$ cat src/rtl/strobseq.sv
// strobseq: clocked microcycle sequencer producing strob1/strob2/got phases,
// with bus-wait timeout alarm, single-step and front-panel strobe modes.
module strobseq #(
   parameter int NCLS = 5,
   parameter int TW = 4,
   parameter logic [NCLS*TW-1:0] T1 = {5{4'd3}},
   parameter int STROB2_TICKS = 2,
   parameter int GOT_TICKS = 1,
   parameter int AW = 8,
   parameter int ALARM_TICKS = 200,
   localparam int CW = (NCLS > 1) ? $clog2(NCLS) : 1
) (
   input  logic          __clk,
   input  logic          clo_,
   input  logic [NCLS-1:0] ss,
   input  logic          busreq,
   input  logic          ok,
   input  logic          en,
   input  logic          mode,
   input  logic          step_,
   input  logic          strob_fp_,
   output logic          strob1,
   output logic          strob2,
   output logic          got,
   output logic          alarm,
   output logic          wait_bus,
   output logic          hold,
   output logic [CW-1:0] cls
);

   typedef enum logic [2:0] {
      RST, ST1, WB, ST2, GOT, HOLD, FP1
   } state_t;

   localparam logic [TW-1:0] S2_LD =
      (STROB2_TICKS > 1) ? TW'(STROB2_TICKS - 1) : '0;
   localparam logic [TW-1:0] GOT_LD =
      (GOT_TICKS > 1) ? TW'(GOT_TICKS - 1) : '0;
   localparam logic [AW-1:0] AL_LAST = AW'(ALARM_TICKS - 1);

   state_t state;
   state_t nxt;

   logic [TW-1:0] cnt;
   logic [AW-1:0] acnt;
   logic [CW-1:0] enc;
   logic [2:0]    stp_s;
   logic [2:0]    fp_s;
   logic          stp_eq;
   logic          fp_eq;
   logic          last;
   logic          reply;
   logic          timeout;

   // A zero length field still yields a one-tick strobe.
   function automatic logic [TW-1:0] t1_len(input logic [CW-1:0] idx);
      logic [TW-1:0] f;
      f = T1[int'(idx)*TW +: TW];
      return (f == '0) ? TW'(1) : f;
   endfunction

   assign last    = (cnt == '0);
   assign reply   = ok | en;
   assign timeout = (acnt == AL_LAST);

   always_comb begin
      enc = '0;
      for (int i = NCLS - 1; i >= 0; i--)
         if (ss[i]) enc = CW'(i);
   end

   always_ff @(posedge __clk or negedge clo_) begin
      if (!clo_) begin
         stp_s  <= 3'b111;
         fp_s   <= 3'b111;
         stp_eq <= 1'b0;
         fp_eq  <= 1'b0;
      end else begin
         stp_s  <= {stp_s[1:0], step_};
         fp_s   <= {fp_s[1:0], strob_fp_};
         stp_eq <= stp_s[2] & ~stp_s[1];
         fp_eq  <= fp_s[2] & ~fp_s[1];
      end
   end

   always_ff @(posedge __clk or negedge clo_) begin
      if (!clo_) state <= RST;
      else       state <= nxt;
   end

   always_comb begin
      nxt = state;
      unique case (state)
         RST:  nxt = ST1;
         ST1:  if (last) nxt = busreq ? WB : ST2;
         WB:   if (reply || timeout) nxt = ST2;
         ST2:  if (last) nxt = GOT;
         GOT:  if (last) nxt = mode ? HOLD : ST1;
         HOLD: begin
            if (stp_eq || !mode) nxt = ST1;
            else if (fp_eq)      nxt = FP1;
         end
         FP1:  if (last) nxt = HOLD;
         default: nxt = RST;
      endcase
   end

   always_ff @(posedge __clk or negedge clo_) begin
      if (!clo_) begin
         cnt   <= '0;
         acnt  <= '0;
         alarm <= 1'b0;
         cls   <= '0;
      end else begin
         alarm <= (state == WB) && !reply && timeout;
         if (state == WB && nxt == WB)
            acnt <= acnt + 1'b1;
         if (nxt != state) begin
            unique case (nxt)
               ST1: begin
                  cnt <= t1_len(enc) - TW'(1);
                  cls <= enc;
               end
               FP1: begin
                  cnt <= t1_len('0) - TW'(1);
                  cls <= '0;
               end
               WB:  acnt <= '0;
               ST2: cnt <= S2_LD;
               GOT: cnt <= GOT_LD;
               default: ;
            endcase
         end else if (!last) begin
            cnt <= cnt - TW'(1);
         end
      end
   end

   always_comb begin
      strob1   = 1'b0;
      strob2   = 1'b0;
      got      = 1'b0;
      wait_bus = 1'b0;
      hold     = 1'b0;
      unique case (state)
         ST1, FP1: strob1   = 1'b1;
         ST2:      strob2   = 1'b1;
         GOT:      got      = 1'b1;
         WB:       wait_bus = 1'b1;
         HOLD:     hold     = 1'b1;
         default:  ;
      endcase
   end

endmodule

$ cat config.mk
export PLATFORM = sky130hd
export DESIGN_NAME = strobseq
export DESIGN_NICKNAME = d
export VERILOG_FILES = /design/src/rtl/strobseq.sv
export SDC_FILE = /design/constraint.sdc
export NUM_CORES = 1
export LEC_CHECK = 0
export BUFFER_PORTS_ARGS = -buffer_cell sky130_fd_sc_hd__buf_2
export CAP_MARGIN = 25
export CORE_ASPECT_RATIO = 1.25
export CORE_UTILIZATION = 40
export CTS_BUF_LIST = sky130_fd_sc_hd__clkbuf_8
export CTS_CLUSTER_DIAMETER = 40
export CTS_CLUSTER_SIZE = 28
export DETAILED_ROUTE_END_ITERATION = 7
export GPL_ROUTABILITY_DRIVEN = 0
export HOLD_SLACK_MARGIN = 0.03
export PLACE_DENSITY = 0.56
export SYNTH_ARGS = -nofsm -noshare
export SYNTH_HDL_FRONTEND = slang
export SYNTH_SLANG_ARGS = --single-unit
export TNS_END_PERCENT = 1
$ cat constraint.sdc
create_clock -name __clk -period 3.5 [get_ports __clk]
set_input_delay 0.35 -clock __clk [delete_from_list [all_inputs] [get_ports __clk]]
set_output_delay 0.35 -clock __clk [all_outputs]
set_load 0.01 [all_outputs]
==> impl_metrics.toml, run 1 <==
[cts]
postCtsSetupRepairBufs = 0
root_buffer = "clkbuf_8"
cts_max_level = 1
ctsHoldBuffers = 0
clock_latency_ps = 280
cts.sinks = 27
cts_buffer_depth = 2
clk_pin_slew_ps = 100
cts_tree = "yes"
cts_buffers = 3
cts_resized = 0

[drt]
ant_nets = 0
vias = 1246
drt-total-wl_mm = 3.02
first_iter_violations = 51
drc = 0
wl_met1_mm = 1.44
viasPerCell = 5.56
dr_wl_met2_mm = 1.44
wire_per_inst_um = 13.5
wl_met3_um = 77
first_pass_iters = 4
dr.max_layer_used = "met4"

[die]
coreArea_mm2 = 0.00382
fp.dieW_um = 58.9
rows = 25
start_util_pct = 42.5
die_area_mm2 = 0.00431
fp.dieH_um = 73.2
ios = 22

[synthesis]
ys_seq_area_share_pct = 42.2
synth_ff_type = "dfrtp_1"
synth.avg_cell_area_um2 = 10.6
netlist_instances = 153
yosysTopAreaCellShare_pct = 32.4
yosys.area.top_type = "dfrtp_1"
async_flop_share_pct = 100
ys_types = 55
synth_nets = 169
synth-edff-count = 0
synth_seq_cells = 27
yosys-top-cells-area = "dfrtp_1 (32%), dfstp_2 (9.7%), a21oi_1 (2.5%), ha_1 (2.3%), o31ai_2 (2.3%)"
yosysWarningCount = 0
syn_area_mm2 = 0.00162

[placement]
hpwl_mm = 2.28
dp_slack_ps = 1030
numPortBuffers = 21

[cells_and_area]
layout_common_cells = "dfrtp_1 (21), buf_2 (21), nand2_1 (9)"
num-nets-final = 187
num_antenna_cells = 0
fill_cells = 382
seq_area_um2 = 683
area_growth_pct = 10.5
multiInputGateArea_um2 = 866
drive_gt1_share_pct = 27.6

[timing]
worstMarginPinSlew_ps = 591
rsz0062_at_grt = "no"
max_freq_ghz = 0.402
period_minus_slack_ps = 2490
slew-limit-headroom_pct = 60.6
finalSetupTns_ps = 0
finalMaxSlewViolations = 0
finalCritPeriodShare_pct = 71.1
setup_slack_ps = 1010
hold_violations = 0
clock_skew_ps = 2.30
setup_viol = 0

[critical_path]
start_kind = "flip-flop"
crit_arrival_ps = 2660
worstPathMaxFanout = 8
criticalPathCategory = "reg2reg"
required_ps = 3670
cp-end-kind = "flip-flop"

[global_routing]
grt_overflow = 0
antenna_found_initial = 0
grt_max_degree = 28
grt_pass1_wl_mm = 5.09
grt.total_usage_pct = 15.6
grt_pass1_vias = 1161

[power]
power_mw = 1.37
p_leak_nw = 0.789
power_per_cell_area_mw_per_mm2 = 764
ir_drop_mv = 0.306

[outcome]
outcome = "completed"

[min_path]
hold_path.class = "in2async"

[job]
cap_violations = 0
power breakdown:
| part | switching, mW | internal [mW] |
|---|---|---|
| clock network | 0.105 | 0.0837 |
| logic | 0.390 | 0.315 |
| registers | 0.0964 | 0.378 |
| total | 0.591 | 0.777 |
state kept, by name, indices dropped and copies added (netlist names):
name	count
fp_eq	1
cnt	4
stp_s	3
fp_s	3
acnt	8
stp_eq	1
state	3
cls	3
alarm	1
layer usage:
metal  vias up  global-route usage (%)
li1        613                       -
met1       604                    19.3
met2        22                    26.0
met3         7                    2.13
met4         0                    8.20
met5         -                       0
metrics by stage:
stage               utilization (%)  hold slack (ps)  cell area [um^2]  std cells
detailed placement             45.6              347              1740        220
global route                   46.9              111              1790        224
floorplan                         -             54.4              1620        153
CTS                            46.9             82.3              1790        224
global placement               45.6              345              1740        220
finish                         46.9             60.0              1790        224
synthesized netlist by cell type (all sizes together) (2+ instances only):
library cell  count
ha                3
nor2              3
nor3b             7
nor2b             5
nor3              3
buf               8
mux2              3
a21o              2
nand3b            2
a211o             3
dfstp             6
or3               2
and2              5
nand4             4
dfrtp            21
nor4              3
o22ai             3
nand3             4
nor4b             2
and3              3
inv               5
o21ai            10
o31ai             5
nand2b            4
a21oi            10
nand2             9
worst max-delay path: stages, from the launching register on:
cell and delay, ps:
dfrtp_1 380, inv_1 130, ha_1 200, nor3b_4 390
o311ai_1 200, a2bb2oi_2 340, a21oi_2 150, o211ai_2 250
mux2_1 350
final cells by class:
cell class	count	area share, %
inverters	5	1.05
multi-input cells	113	48.4
clock inverters	1	0.489
clock buffers	3	2.31
repair buffers	21	5.87
well taps	54	3.77
flip-flops and latches	27	38.2
logic make-up after synthesis:
family	after synthesis	share of synthesized area [%]
adder cells (fa/ha/maj)	3	2.32
AO/OA/AOI/OAI	43	20.3
XOR/XNOR	1	0.541
buffers and inverters	13	4.40
multiplexers	4	2.70
AND/OR/NAND/NOR	62	27.6
flip-flops	27	42.2
worst paths after layout:
check	slack (ps)	end	depth (start not counted)	startpoint
max in group asynchronous	3050	cnt[2]$_DFFE_PN0P_	1	clo_
worst min-delay path	60	alarm$_DFF_PN0_	1	clo_
worst max register to register	1010	cls[0]$_DFFE_PN0P_	8	cnt[0]$_DFFE_PN0P_
min in group __clk	160	stp_s[0]$_DFF_PN1_	1	step_
worst max-delay path	1010	cls[0]$_DFFE_PN0P_	8	cnt[0]$_DFFE_PN0P_
worst min register to register	360	fp_s[1]$_DFF_PN1_	0	fp_s[0]$_DFF_PN1_
No activity file was read; power rests on OpenSTA's default activity.
==> run 2: changes to the inputs <==
--- a/config.mk
+++ b/config.mk
@@ -5,6 +5,7 @@
 export SDC_FILE = /design/constraint.sdc
 export NUM_CORES = 1
 export LEC_CHECK = 0
+export ABC_AREA = 1
 export BUFFER_PORTS_ARGS = -buffer_cell sky130_fd_sc_hd__buf_2
 export CAP_MARGIN = 25
 export CORE_ASPECT_RATIO = 1.25
==> constraint.sdc (replaced) <==
create_clock -name __clk -period 2.45 [get_ports __clk]
set_input_delay 0.245 -clock __clk [delete_from_list [all_inputs] [get_ports __clk]]
set_output_delay 0.245 -clock __clk [all_outputs]
set_load 0.01 [all_outputs]
==> impl_metrics.toml, run 2 <==
[outcome]
outcome = "completed"

[min_path]
hold_path.class = "in2reg"
worstHoldStart = "step_"
whs_path_depth = 1
hold_end = "stp_s[0]$_DFF_PN1_"

[cells_and_area]
area_growth_pct = 13.3
reg_top3 = "acnt (8), cnt (4)"
final_util_pct = 47.9
num-nets-final = 259
drive_gt1_share_pct = 20.2
final_common_cell = "nand2_1"
top_register = "acnt"
largest_reg_flops = 8
num_antenna_cells = 0
layout_common_cells = "nand2_1 (63), inv_1 (31), nor2_1 (24)"

[synthesis]
synth_nets = 234
syn_area_mm2 = 0.00161
yosysTopAreaCellShare_pct = 32.6
synth_ff_type = "dfrtp_1"
yosys-top-cells-area = "dfrtp_1 (33%), nand2_1 (15%), dfstp_2 (9.8%), inv_1 (7.2%), nand3_1 (5.6%)"
async_flop_share_pct = 100
synth.avg_cell_area_um2 = 7.40
yosysWarningCount = 0
ys_types = 28
ys_seq_area_share_pct = 42.3
yosysMostFrequentCell = "nand2_1"
yosys.area.top_type = "dfrtp_1"
netlist_top_cells_count = "nand2_1 (63), inv_1 (31), nor2_1 (24)"
netlist_instances = 218
synth_seq_cells = 27
synth-edff-count = 0

[placement]
hpwl_mm = 2.40
numPortBuffers = 21

[cts]
postCtsSetupRepairBufs = 0
cts_tree = "yes"
cts.sinks = 27
clk_pin_slew_ps = 100
clock_latency_ps = 280
cts_max_level = 1
cts_buffers = 3
root_buffer = "clkbuf_8"
cts_buffer_depth = 2

[critical_path]
timing.rr.start = "cnt[0]$_DFFE_PN0P_"
crit_chain = "inv_1 > ha_1 > nand2_2 > o21ai_0 > nand3_2 > nor3_4 > nand2_1 > nor2_1 > nand2_1 > nand3_1 > inv_1"
crit_arrival_ps = 2360
cpMaxStageDelayCell = "dfrtp_1"
reg2reg_slack_ps = 270
required_ps = 2630
cp-end-kind = "flip-flop"
reg2reg_to = "acnt[4]$_DFF_PN0_"
cp_slowest_stage_delay_ps = 400
path_buf_inv = 2
start_kind = "flip-flop"
crit_family = "simple AND/OR/NAND/NOR gates"
criticalPathCategory = "reg2reg"
reg2reg_depth = 11
worstPathMaxFanout = 11

[global_routing]
met1_usage_pct = 20.8
grt.total_usage_pct = 16.8
grt_overflow = 0
busiest_layer = "met2"
grt_pass1_wl_mm = 5.46
grt_pass1_vias = 1247
grt_use_met2_pct = 28.7
grt_max_degree = 28
grt.met3_usage_pct = 2.30
antenna_found_initial = 0

[drt]
ant_nets = 0
first_pass_iters = 4
drt-total-wl_mm = 3.20
vias = 1377
viasPerCell = 4.65
first_iter_violations = 71
drc = 0
wire_per_inst_um = 10.8

[timing]
hold_violations = 0
slew-limit-headroom_pct = 58.5
finalSetupTns_ps = 0
finalCritPeriodShare_pct = 89.1
clock_skew_ps = 5.12
finalMaxSlewViolations = 0
worstMarginPinSlew_ps = 622
rsz0062_at_grt = "no"
max_freq_ghz = 0.458
period_minus_slack_ps = 2180
setup_viol = 0

[die]
rows = 25
die_area_mm2 = 0.00429
coreArea_mm2 = 0.00382
ios = 22
start_util_pct = 42.3
fp.dieW_um = 58.8
fp.dieH_um = 73.0

[power]
ir_drop_mv = 0.419
power_mw = 2.44
power_per_cell_area_mw_per_mm2 = 1330
p_leak_nw = 0.994

[job]
cap_violations = 0
-- run 2: worst register-to-register path, cell delays in order (launching register included) --
cell and delay [ps]:
dfrtp_1 400, inv_1 100, ha_1 190, nand2_2 140
o21ai_0 240, nand3_2 200, nor3_4 220, nand2_1 260
nor2_1 160, nand2_1 60, nand3_1 70, inv_1 40
-- run 2: metrics by stage --
step	instances	cell area, um^2	hold slack, ps	worst slack, ps
5_1_grt	296	1830	39.1	61.8
3_5_place_dp	291	1770	305	271
3_3_place_gp	291	1770	308	362
4_1_cts	296	1830	43.0	245
6_report	296	1830	58.6	266
2_1_floorplan	218	1610	-50.6	599
-- run 2: cell families after synthesis --
family / after synthesis / synth area share (%)
compound gates: 18 / 5.97
xor+xnor: 5 / 2.71
fa+ha+maj: 3 / 2.33
buf+inv: 37 / 9.15
flops: 27 / 42.3
simple gates: 128 / 37.5
-- run 2: worst max-delay path by stage --
stage	from	endpoint	slack, ps	cells past startpoint
detailed placement	cnt[0]$_DFFE_PN0P_	acnt[4]$_DFF_PN0_	270	11
floorplan	cnt[0]$_DFFE_PN0P_	acnt[7]$_DFF_PN0_	600	12
CTS	cnt[0]$_DFFE_PN0P_	acnt[0]$_DFF_PN0_	250	9
finish	cnt[0]$_DFFE_PN0P_	acnt[4]$_DFF_PN0_	270	11
global placement	cnt[0]$_DFFE_PN0P_	acnt[4]$_DFF_PN0_	360	11
global route	cnt[0]$_DFFE_PN0P_	acnt[0]$_DFF_PN0_	60	9
-- run 2: cell type report --
cell class | instances | area [um^2]
Fill cell | 416 | 1990
Timing Repair Buffer | 22 | 115
Inverter | 35 | 131
Clock inverter | 1 | 7.51
Sequential cell | 27 | 683
Tap cell | 54 | 67.6
Clock buffer | 3 | 41.3
Multi-Input combinational cell | 154 | 783
-- run 2: repair_timing --
item                      CTS  global route
hold buffers                1             0
gates resized for setup     0             0
hold endpoints to repair   21             0
-- run 2: metal layers --
metal	wire length (um)	part of all wire, %
met4	70	2.2
met3	75	2.3
met5	0	0
met1	1540	48
met2	1520	47
-- run 2: report_power, final --
part | switching (mW) | leakage, nW | total (mW) | internal, mW
sequential | 0.119 | 0.341 | 0.687 | 0.568
clock | 0.147 | 0.0217 | 0.263 | 0.116
combinational | 0.997 | 0.631 | 1.49 | 0.492
